===== config.mk =====
export PLATFORM = sky130hd
export DESIGN_NAME = conway_gen_ctrl
export DESIGN_NICKNAME = d
export VERILOG_FILES = /design/src/rtl/conway_pkg.sv /design/src/rtl/conway_gen_regs.sv /design/src/rtl/conway_gen_ctrl.sv
export SDC_FILE = /design/constraint.sdc
export NUM_CORES = 1
export LEC_CHECK = 0
export BUFFER_PORTS_ARGS = -buffer_cell sky130_fd_sc_hd__buf_2
export CAP_MARGIN = 20
export CELL_PAD_IN_SITES_DETAIL_PLACEMENT = 1
export CELL_PAD_IN_SITES_GLOBAL_PLACEMENT = 2
export CORE_MARGIN = 4
export CORE_UTILIZATION = 36
export CTS_BUF_LIST = sky130_fd_sc_hd__clkbuf_2
export DETAILED_ROUTE_END_ITERATION = 8
export PLACE_DENSITY = 0.94
export SLEW_MARGIN = 5
export SYNTH_ARGS = -nofsm -noshare
export SYNTH_HDL_FRONTEND = slang
export SYNTH_SLANG_ARGS = --single-unit

===== constraint.sdc =====
create_clock -name clk -period 6.7 [get_ports clk]
set_input_delay 1.005 -clock clk [delete_from_list [all_inputs] [get_ports clk]]
set_output_delay 1.005 -clock clk [all_outputs]
set_load 0.1 [all_outputs]

===== src/rtl/conway_pkg.sv =====
// Shared definitions for the Game-of-Life generation controller: sequencer states,
// host register offsets and STATUS/CTRL bit positions.
package conway_pkg;

  typedef enum logic [2:0] {
    StIdle      = 3'd0,
    StWaitFrame = 3'd1,
    StStart     = 3'd2,
    StBusy      = 3'd3,
    StSwap      = 3'd4
  } gen_state_e;

  localparam logic [2:0] RegCtrl     = 3'd0;
  localparam logic [2:0] RegStatus   = 3'd1;
  localparam logic [2:0] RegGenCount = 3'd2;
  localparam logic [2:0] RegPattern  = 3'd3;
  localparam logic [2:0] RegLoadPtr  = 3'd4;
  localparam logic [2:0] RegIrqAck   = 3'd5;

  localparam int unsigned CtrlRunBit   = 0;
  localparam int unsigned CtrlStepBit  = 1;
  localparam int unsigned CtrlIrqEnBit = 2;

  localparam int unsigned StatStateLsb      = 0;
  localparam int unsigned StatDispSelBit    = 3;
  localparam int unsigned StatErrTimeoutBit = 4;
  localparam int unsigned StatErrDropBit    = 5;

  localparam int unsigned PatternW = 20;

endpackage


===== src/rtl/conway_gen_regs.sv =====
// Host register block: CTRL/step flag, GEN_COUNT, pattern loader, irq and error flags,
// plus registered read-data mux.
module conway_gen_regs
  import conway_pkg::*;
#(
  parameter int unsigned AddrW = 16
) (
  input  logic                clk_i,
  input  logic                reset_i,
  input  logic                cs_i,
  input  logic                wr_i,
  input  logic                rd_i,
  input  logic [2:0]          addr_i,
  input  logic [31:0]         wdata_i,
  output logic [31:0]         rdata_o,
  input  logic [2:0]          state_i,
  input  logic                disp_sel_i,
  input  logic                step_clr_i,
  input  logic                gen_inc_i,
  input  logic                timeout_i,
  output logic                run_o,
  output logic                step_o,
  output logic                load_wr_o,
  output logic [AddrW-1:0]    load_addr_o,
  output logic [PatternW-1:0] load_data_o,
  output logic                irq_o
);

  logic wr_en, rd_en, in_idle;
  logic wr_ctrl, wr_gen, wr_pat, wr_ptr, wr_ack;
  logic unused_wdata;

  logic                run_q, run_d, irq_en_q, irq_en_d, step_q, step_d;
  logic                irq_q, irq_d, err_drop_q, err_drop_d, err_to_q, err_to_d;
  logic [AddrW-1:0]    ptr_q, ptr_d, load_addr_q, load_addr_d;
  logic [PatternW-1:0] load_data_q, load_data_d;
  logic                load_wr_q, load_wr_d;
  logic [31:0]         gen_cnt_q, gen_cnt_d, rdata_q, rdata_d;

  assign wr_en   = cs_i && wr_i;
  assign rd_en   = cs_i && rd_i;
  assign in_idle = (state_i == StIdle);
  assign wr_ctrl = wr_en && (addr_i == RegCtrl);
  assign wr_gen  = wr_en && (addr_i == RegGenCount);
  assign wr_pat  = wr_en && (addr_i == RegPattern);
  assign wr_ptr  = wr_en && (addr_i == RegLoadPtr);
  assign wr_ack  = wr_en && (addr_i == RegIrqAck);
  assign unused_wdata = ^wdata_i;

  always_comb begin
    run_d       = run_q;
    irq_en_d    = irq_en_q;
    step_d      = step_q;
    irq_d       = irq_q;
    err_drop_d  = err_drop_q;
    err_to_d    = err_to_q;
    ptr_d       = ptr_q;
    load_wr_d   = 1'b0;
    load_addr_d = load_addr_q;
    load_data_d = load_data_q;
    gen_cnt_d   = gen_cnt_q;
    rdata_d     = rdata_q;

    if (wr_ctrl) begin
      run_d    = wdata_i[CtrlRunBit];
      irq_en_d = wdata_i[CtrlIrqEnBit];
    end
    // A fresh step request wins over the clear on START entry.
    if (step_clr_i) step_d = 1'b0;
    if (wr_ctrl && wdata_i[CtrlStepBit]) step_d = 1'b1;

    if (wr_ptr) ptr_d = wdata_i[AddrW-1:0];
    if (wr_pat) begin
      if (in_idle) begin
        load_wr_d   = 1'b1;
        load_addr_d = ptr_q;
        load_data_d = wdata_i[PatternW-1:0];
        ptr_d       = ptr_q + AddrW'(1);
      end else begin
        err_drop_d  = 1'b1;
      end
    end

    if (gen_inc_i) gen_cnt_d = gen_cnt_q + 32'd1;
    if (wr_gen)    gen_cnt_d = '0;

    if (wr_ack) begin
      irq_d    = 1'b0;
      err_to_d = 1'b0;
    end
    if (gen_inc_i && irq_en_q) irq_d = 1'b1;
    if (timeout_i) err_to_d = 1'b1;

    if (rd_en) begin
      rdata_d = '0;
      case (addr_i)
        RegCtrl: begin
          rdata_d[CtrlRunBit]   = run_q;
          rdata_d[CtrlStepBit]  = step_q;
          rdata_d[CtrlIrqEnBit] = irq_en_q;
        end
        RegStatus: begin
          rdata_d[StatStateLsb +: 3]    = state_i;
          rdata_d[StatDispSelBit]       = disp_sel_i;
          rdata_d[StatErrTimeoutBit]    = err_to_q;
          rdata_d[StatErrDropBit]       = err_drop_q;
        end
        RegGenCount: rdata_d = gen_cnt_q;
        default:     rdata_d = '0;
      endcase
    end
  end

  always_ff @(posedge clk_i or posedge reset_i) begin
    if (reset_i) begin
      run_q       <= 1'b0;
      irq_en_q    <= 1'b0;
      step_q      <= 1'b0;
      irq_q       <= 1'b0;
      err_drop_q  <= 1'b0;
      err_to_q    <= 1'b0;
      ptr_q       <= '0;
      load_wr_q   <= 1'b0;
      load_addr_q <= '0;
      load_data_q <= '0;
      gen_cnt_q   <= '0;
      rdata_q     <= '0;
    end else begin
      run_q       <= run_d;
      irq_en_q    <= irq_en_d;
      step_q      <= step_d;
      irq_q       <= irq_d;
      err_drop_q  <= err_drop_d;
      err_to_q    <= err_to_d;
      ptr_q       <= ptr_d;
      load_wr_q   <= load_wr_d;
      load_addr_q <= load_addr_d;
      load_data_q <= load_data_d;
      gen_cnt_q   <= gen_cnt_d;
      rdata_q     <= rdata_d;
    end
  end

  assign rdata_o     = rdata_q;
  assign run_o       = run_q;
  assign step_o      = step_q;
  assign load_wr_o   = load_wr_q;
  assign load_addr_o = load_addr_q;
  assign load_data_o = load_data_q;
  assign irq_o       = irq_q;

endmodule


===== src/rtl/conway_gen_ctrl.sv =====
// Generation sequencer: paces the accelerator against VGA frames, swaps the displayed
// buffer at frame boundaries and guards each generation with a watchdog.
module conway_gen_ctrl
  import conway_pkg::*;
#(
  parameter int unsigned TIMEOUT_CYCLES = 1048576,
  parameter int unsigned ADDR_W         = 16
) (
  input  logic              clk,
  input  logic              reset,
  input  logic              chipselect,
  input  logic              write,
  input  logic              read,
  input  logic [2:0]        address,
  input  logic [31:0]       writedata,
  output logic [31:0]       readdata,
  input  logic              frame_end,
  output logic              eng_start,
  input  logic              eng_done,
  output logic              eng_en,
  output logic              disp_sel,
  output logic              load_wr,
  output logic [ADDR_W-1:0] load_addr,
  output logic [19:0]       load_data,
  output logic              irq
);

  localparam int unsigned    WdW    = $clog2(TIMEOUT_CYCLES + 1);
  localparam logic [WdW-1:0] WdLast = WdW'(TIMEOUT_CYCLES - 1);

  gen_state_e     state_q, state_d;
  logic [WdW-1:0] wdog_q, wdog_d;
  logic           disp_sel_q, disp_sel_d;
  logic           run, step_pend, go, gen_inc, timeout, step_clr;

  assign go = run || step_pend;

  always_comb begin
    state_d    = state_q;
    wdog_d     = wdog_q;
    disp_sel_d = disp_sel_q;
    gen_inc    = 1'b0;
    timeout    = 1'b0;
    unique case (state_q)
      StIdle: if (go) state_d = StWaitFrame;
      StWaitFrame: begin
        if (!go)           state_d = StIdle;
        else if (frame_end) state_d = StStart;
      end
      StStart: begin
        wdog_d  = '0;
        state_d = StBusy;
      end
      // frame_end is deliberately ignored here: the swap needs a later frame boundary.
      StBusy: begin
        if (eng_done) begin
          state_d = StSwap;
        end else if (wdog_q == WdLast) begin
          state_d = StIdle;
          timeout = 1'b1;
        end else begin
          wdog_d  = wdog_q + WdW'(1);
        end
      end
      StSwap: begin
        if (frame_end) begin
          disp_sel_d = ~disp_sel_q;
          gen_inc    = 1'b1;
          state_d    = go ? StStart : StIdle;
        end
      end
      default: state_d = StIdle;
    endcase
  end

  assign step_clr = (state_d == StStart) && (state_q != StStart);

  always_ff @(posedge clk or posedge reset) begin
    if (reset) begin
      state_q    <= StIdle;
      wdog_q     <= '0;
      disp_sel_q <= 1'b0;
    end else begin
      state_q    <= state_d;
      wdog_q     <= wdog_d;
      disp_sel_q <= disp_sel_d;
    end
  end

  assign eng_start = (state_q == StStart);
  assign eng_en    = (state_q != StIdle);
  assign disp_sel  = disp_sel_q;

  conway_gen_regs #(
    .AddrW (ADDR_W)
  ) u_regs (
    .clk_i       (clk),
    .reset_i     (reset),
    .cs_i        (chipselect),
    .wr_i        (write),
    .rd_i        (read),
    .addr_i      (address),
    .wdata_i     (writedata),
    .rdata_o     (readdata),
    .state_i     (state_q),
    .disp_sel_i  (disp_sel_q),
    .step_clr_i  (step_clr),
    .gen_inc_i   (gen_inc),
    .timeout_i   (timeout),
    .run_o       (run),
    .step_o      (step_pend),
    .load_wr_o   (load_wr),
    .load_addr_o (load_addr),
    .load_data_o (load_data),
    .irq_o       (irq)
  );

endmodule

==> results.json, run 1 <==
{
  "status": "complete, no violations",
  "grt_remaining_overflow": 0,
  "clk_path_buf_depth": 2,
  "grt_max_degree": 80,
  "peakVddDrop_mv": 0.3110,
  "multi_input_area_mm2": 0.003014,
  "cp-start-kind": "register",
  "fin_crit_ns": 3.821,
  "initial_core_util_pct": 36.86,
  "drive_gt1_share_pct": 18.98,
  "hold_viol": 0,
  "cts_sinks": 148,
  "rows": 50,
  "wl_per_cell_um": 16.16,
  "routed_wl_um": 17840,
  "crit_type": "register to primary output",
  "root_buffer": "clkbuf_2",
  "coreArea_mm2": 0.01883,
  "skew_ns": 0.03807,
  "synth_top_area_cell": "dfrtp_1",
  "critPathSlowestCell": "dfrtp_1",
  "clkTransAtPathRegs_ns": 0.25,
  "ys.flop_type": "dfrtp_1",
  "rsz0062_at_grt": "false",
  "seq_power_share_pct": 38.8,
  "path_delay_family": "buffers and inverters",
  "grt_pass1_vias": 5896,
  "tightest_slew_ns": 1.018,
  "required_ns": 5.69,
  "regArea_mm2": 0.003704,
  "fp.dieArea_mm2": 0.02157,
  "syn_to_final_growth_pct": 13.82,
  "hpwl_um": 12180,
  "arrival_ns": 2.82,
  "synthCells": 741,
  "slowest_delay_ns": 0.62,
  "p_clk_share_pct": 17.1,
  "synth.area.top_cells": "dfrtp_1 53%, nand2_1 10%, nor2_1 3.8%, o21ai_0 3.0%, xnor2_1 2.9%",
  "drv_cap": 0,
  "cp_max_fo": 19,
  "htreeDepth": 4,
  "synth-seq-cells": 148,
  "cts_buffers": 17,
  "p_sw_mw": 1.641,
  "reg2reg_from": "state_q[0]",
  "final_core_util_pct": 41.96,
  "power.density_mw_per_mm2": 397.6,
  "ant_nets": 0,
  "hp-class": "input pin to asynchronous set/reset pin",
  "yosysWarnings": 0,
  "cts.repair.resized": 0,
  "die_h_um": 146.9,
  "synth_commonest_cells": "193 x nand2_1, 148 x dfrtp_1, 71 x nor2_1",
  "gp_congestion": 0.7839,
  "postCtsSetupBuffers": 0,
  "grt_pass1_wl_um": 30240,
  "drtIter0Drc": 255,
  "regToRegSetupSlack_ns": 3.55,
  "p_leak_nw": 3.801,
  "path_cells": "and2b_1 -> nand2b_1 -> clkinv_1 -> buf_2",
  "drt-vias-per-instance": 5.048,
  "finalWorstSetupSlack_ns": 2.879,
  "combPwrFrac_pct": 44.1,
  "avgSynthCellArea_um2": 9.368,
  "nFillCells": 2239,
  "fmax_mhz": 261.7,
  "synth_fp_nets": 786,
  "port-buffer-count": 102,
  "vias": 5573,
  "timing.final.crit_share_pct": 57.03,
  "setup_viol": 0,
  "cts_tree": "done",
  "startpoint": "state_q[2]",
  "dr.pass1.iters": 4,
  "synthDistinctLibCells": 63,
  "crit_buf_inv": 2,
  "ios": 115,
  "slew_violations": 0,
  "synthesis.area_mm2": 0.006942,
  "dp_cells": 1072,
  "synth_edf_count": 0,
  "synth.most_common_cell": "nand2_1",
  "pre_cts_ws_ns": 2.946,
  "hold_buffers": 0,
  "drc": 0,
  "synth_top_area_share_pct": 53.35,
  "clk_latency_ns": 0.74,
  "internal_power_mw": 1.501,
  "hold_ws_ns": 0.3011,
  "grt_util_all_layers_pct": 17.03,
  "endpoint_kind": "primary output",
  "fin_setup_tns_ns": 0,
  "nets": 877,
  "async_flop_share_pct": 100.0,
  "p_sw_share_pct": 52.23,
  "die_x_um": 146.9,
  "antenna_found_initial": 4,
  "ys_seq_area_share_pct": 53.35,
  "slew_headroom_pct": 32.12,
  "instances_no_fill": 1104
}
## sequential cells by signal, summed over array words and instances, names as in the netlist
name / flops
u_regs.load_wr_o: 1
u_regs.gen_cnt_q: 32
u_regs.irq_en_q: 1
wdog_q: 21
u_regs.load_data_o: 20
state_q: 3
disp_sel: 1
u_regs.rdata_o: 32
u_regs.irq_o: 1
u_regs.ptr_q: 16
u_regs.load_addr_o: 16
u_regs.run_o: 1
u_regs.err_drop_q: 1
u_regs.step_o: 1
u_regs.err_to_q: 1
## kinds of logic (layout without fill, tap and decap cells)
logic type	count (synthesis)	in the layout	synth area share (%)
fa+ha+maj	3	3	0.5408
mux	7	7	1.063
xor+xnor	44	44	5.552
compound gates	103	103	9.535
simple gates	393	393	26.64
flops	148	148	53.35
buf+inv	43	145	3.316
other cells	0	1	0
## layout by cell type, fill, tap and decap left out, types with 9 or more instances in the layout
| master | instances |
|---|---|
| o21ai_0 | 41 |
| xor2_1 | 21 |
| nor2_1 | 70 |
| nand2_1 | 192 |
| buf_2 | 102 |
| and2_1 | 9 |
| nand3_1 | 22 |
| nor3_1 | 11 |
| and3_1 | 13 |
| and4_1 | 11 |
| xnor2_1 | 23 |
| clkbuf_2 | 18 |
| a21oi_1 | 22 |
| nand4_1 | 31 |
| dfrtp_1 | 148 |
## path summary, 6_finish.rpt
check,end,cells after the start
max in group asynchronous,u_regs.rdata_o[25],4
worst max-delay path,eng_start,4
worst max register to register,u_regs.ptr_q[6],6
worst min-delay path,u_regs.load_data_o[7],2
worst min register to register,u_regs.load_addr_o[10],2
min in group clk,u_regs.load_data_o[18],3
## metrics by stage
stage	total power, mW	cell area, µm²
after floorplan	2.368	6942
after global placement	2.603	7624
after detailed placement	2.627	7624
after CTS	3.179	7871
after global routing	3.307	7901
final	3.142	7901
## power by group through the flow
stage,sequential [mW],combinational [mW],clock (mW)
CTS,1.22,1.40,0.565
floorplan,2.01,0.354,0
global placement,1.23,1.38,0
global route,1.25,1.46,0.598
detailed placement,1.23,1.39,0
finish,1.22,1.39,0.539
## routing by layer
layer	global-route usage [%]	part of all wire (%)	vias to the layer above
met1	22.25	46	2719
li1	-	-	2722
met5	0	0.19	-
met3	4.349	4.1	28
met4	5.221	1.6	6
met2	27.91	48	98
## layout make-up
| type | count | share of cell area (%) |
|---|---|---|
| timing repair buffer | 107 | 7.189 |
| tap | 260 | 4.117 |
| sequential | 148 | 46.87 |
| antenna | 1 | 0.03167 |
| clock buffer | 18 | 1.140 |
| clock inverter | 12 | 1.995 |
| inverter | 8 | 0.5067 |
| multi-input combinational | 550 | 38.15 |
Power figures use the tool's default switching activity.
==> run 2: changes to the inputs <==
--- a/config.mk
+++ b/config.mk
@@ -5,15 +5,16 @@
 export SDC_FILE = /design/constraint.sdc
 export NUM_CORES = 1
 export LEC_CHECK = 0
+export ABC_AREA = 1
 export BUFFER_PORTS_ARGS = -buffer_cell sky130_fd_sc_hd__buf_2
 export CAP_MARGIN = 20
 export CELL_PAD_IN_SITES_DETAIL_PLACEMENT = 1
 export CELL_PAD_IN_SITES_GLOBAL_PLACEMENT = 2
 export CORE_MARGIN = 4
-export CORE_UTILIZATION = 36
+export CORE_UTILIZATION = 31
 export CTS_BUF_LIST = sky130_fd_sc_hd__clkbuf_2
 export DETAILED_ROUTE_END_ITERATION = 8
-export PLACE_DENSITY = 0.94
+export PLACE_DENSITY = 0.91
 export SLEW_MARGIN = 5
 export SYNTH_ARGS = -nofsm -noshare
 export SYNTH_HDL_FRONTEND = slang
==> constraint.sdc (replaced) <==
create_clock -name clk -period 3.2 [get_ports clk]
set_input_delay 0.48 -clock clk [delete_from_list [all_inputs] [get_ports clk]]
set_output_delay 0.48 -clock clk [all_outputs]
set_load 0.1 [all_outputs]
==> run 2 against run 1 <==
  * Clock-buffer cell count unchanged
  * Total power up 130%
  * Combinational power grew 130%
  * Flip-flop and latch count unchanged
  * Design area increased by 15%
  * Via count increased by 29%
  * Global-route usage fell by 0.16 points
  * Utilization decreased by 4.8 points
  * Sequential power up 110%
  * Register-to-register slack worse by 2.4 ns
  * Synthesized cell count increased by 37%
  * Critical path depth unchanged
  * Largest cell class unchanged
  * Highest routed layer is now met4
==> results.json, run 2 <==
{
  "status": "complete, no violations",
  "grt_pass1_wl_um": 38450,
  "hpwl_um": 16630,
  "grt_pass1_vias": 7451,
  "path_cells": "inv_1 -> nand2_2 -> nor2_1 -> buf_2",
  "synth.area.top_cells": "dfrtp_1 48%, nand2_1 17%, nor2_1 5.9%, nand3_1 4.5%, o21ai_0 3.9%",
  "antenna_found_initial": 3,
  "synthCells": 1017,
  "vias": 7182,
  "die_x_um": 165.7,
  "die_h_um": 165.7,
  "rsz0062_at_grt": "false",
  "cts_tree": "done",
  "p_leak_nw": 4.257,
  "peakVddDrop_mv": 0.5263,
  "hold_viol": 0,
  "cts_buffers": 17,
  "crit_type": "register to primary output",
  "root_buffer": "clkbuf_2",
  "tightest_slew_ns": 0.7669,
  "synthDistinctLibCells": 40,
  "port-buffer-count": 102,
  "timing.final.crit_share_pct": 85.34,
  "fp.dieArea_mm2": 0.02746,
  "clk_path_buf_depth": 2,
  "cp_max_fo": 5,
  "pre_cts_ws_ns": 0.9129,
  "power.density_mw_per_mm2": 787.5,
  "cts_sinks": 148,
  "htreeDepth": 4,
  "final_cell_mix": "349 x nand2_1, 148 x dfrtp_1, 121 x nor2_1, 102 x buf_2, 77 x inv_1",
  "grt_util_all_layers_pct": 16.86,
  "rows": 57,
  "yosysWarnings": 0,
  "reg2reg_depth": 9,
  "grt_max_degree": 68,
  "slew_violations": 0,
  "ys_seq_area_share_pct": 48.03,
  "clk_latency_ns": 0.71,
  "regToRegSetupSlack_ns": 1.10,
  "fmax_mhz": 366.2,
  "whs_endpoint": "u_regs.rdata_o[3]",
  "dr.pass1.iters": 4,
  "slew_headroom_pct": 48.80,
  "ios": 115,
  "grt_remaining_overflow": 0,
  "hp-class": "input pin to register",
  "endpoint_kind": "primary output",
  "routed_wl_um": 22870,
  "drtIter0Drc": 385,
  "drc": 0,
  "hold_path_depth": 4,
  "gp_congestion": 0.8124,
  "clkTransAtPathRegs_ns": 0.24,
  "setup_viol": 0,
  "avgSynthCellArea_um2": 7.582,
  "synth_commonest_cells": "350 x nand2_1, 148 x dfrtp_1, 121 x nor2_1",
  "async_flop_share_pct": 100.0,
  "required_ns": 2.72,
  "drive_gt1_share_pct": 15.30,
  "reg2reg_from": "state_q[1]",
  "slowest_delay_ns": 0.50,
  "nets": 1182,
  "synth_top_area_cell": "dfrtp_1",
  "skew_ns": 0.04457,
  "initial_core_util_pct": 31.61,
  "nFillCells": 3073,
  "min_from": "address[2]",
  "synthesis.area_mm2": 0.007711,
  "finalWorstSetupSlack_ns": 0.4691,
  "synth-seq-cells": 148,
  "ant_nets": 0,
  "synth.most_common_cell": "nand2_1",
  "wl_per_cell_um": 15.48,
  "drt-vias-per-instance": 4.863,
  "r2r_end": "u_regs.gen_cnt_q[27]",
  "synth_fp_nets": 1062,
  "fin_setup_tns_ns": 0,
  "fin_crit_ns": 2.731,
  "cp-start-kind": "register",
  "critPathSlowestCell": "dfrtp_1",
  "drv_cap": 0,
  "synth_top_area_share_pct": 48.03,
  "arrival_ns": 2.25,
  "synth_edf_count": 0,
  "final_common_cell": "nand2_1",
  "ys.flop_type": "dfrtp_1",
  "syn_to_final_growth_pct": 17.57,
  "coreArea_mm2": 0.02439
}
==> run 2: cell count changes in the layout (fill, tap and decap cells not counted), sizes merged, moves of 10 or more <==
| cell | before | now |
|---|---|---|
| and3 | 14 | 4 |
| nor2 | 73 | 132 |
| nand4 | 32 | 10 |
| nand3 | 22 | 74 |
| o21ai | 41 | 73 |
| xnor2 | 23 | 2 |
| and4 | 11 | 0 |
| o31ai | 0 | 17 |
| nand2 | 193 | 357 |
| dlygate4sd3 | 0 | 23 |
| inv | 8 | 87 |
==> run 2: routing by layer <==
metal	share of wire (%)	GRT usage, %
met1	47	22.22
met2	48	28.44
met3	3.6	3.217
met4	1.3	4.770
met5	0	0
==> run 2: worst max-delay path by stage <==
stage	from	endpoint	slack, ns	depth (start not counted)
finish	state_q[2]	eng_start	0.47	4
global route	state_q[2]	eng_start	0.27	4
CTS	state_q[2]	eng_start	0.39	4
detailed placement	address[2]	u_regs.gen_cnt_q[22]	0.91	9
global placement	address[2]	u_regs.gen_cnt_q[29]	0.96	9
floorplan	state_q[2]	wdog_q[0]	0.64	7
==> run 2: final cells by class <==
cell class | count | area, µm² | area share, %
flip-flops and latches | 148 | 3704 | 40.85
repair buffers | 134 | 833.3 | 9.191
well taps | 324 | 405.4 | 4.471
inverters | 84 | 319.1 | 3.519
clock buffers | 18 | 90.09 | 0.9937
diodes | 3 | 7.507 | 0.08280
clock inverters | 14 | 197.7 | 2.181
multi-input cells | 752 | 3510 | 38.71
==> run 2: where the power goes <==
group | total, mW | internal [mW] | switching (mW)
registers | 2.62 | 2.27 | 0.345
logic | 3.24 | 0.548 | 2.69
clock network | 1.28 | 0.531 | 0.753
total | 7.14 | 3.35 | 3.79
==> run 2: repair_timing <==
action	4_1_cts	5_1_grt
endpoints found under the hold margin	54	0
gates resized for setup	0	0
hold buffers	23	0
setup endpoints to repair	0	0
setup buffers	0	0
==> run 2: cell families after synthesis <==
logic type	after synthesis	share of synthesized area (%)
buf+inv	117	6.555
simple gates	591	32.27
xor+xnor	23	2.612
flops	148	48.03
compound gates	135	10.04
fa+ha+maj	3	0.4868
==> run 2: metrics by stage <==
| stage | util [%] | instances | instance area, µm² | hold slack, ns | power [mW] |
|---|---|---|---|---|---|
| 2_1_floorplan | - | 1017 | 7715 | 0.4280 | 5.269 |
| 3_3_place_gp | 35.02 | 1419 | 8541 | 0.4490 | 5.813 |
| 3_5_place_dp | 35.02 | 1419 | 8541 | 0.4546 | 5.882 |
| 4_1_cts | 37.14 | 1474 | 9059 | 0.06591 | 7.220 |
| 5_1_grt | 37.17 | 1477 | 9066 | 0.07914 | 7.563 |
| 6_report | 37.17 | 1477 | 9066 | 0.1487 | 7.139 |
==> run 2: critical path: cells and delay by family, from the launching register on <==
| family | cells | cell delay [ns] |
|---|---|---|
| and+or+nand+nor | 2 | 0.37 |
| DFF | 1 | 0.50 |
| buffers and inverters | 2 | 0.66 |
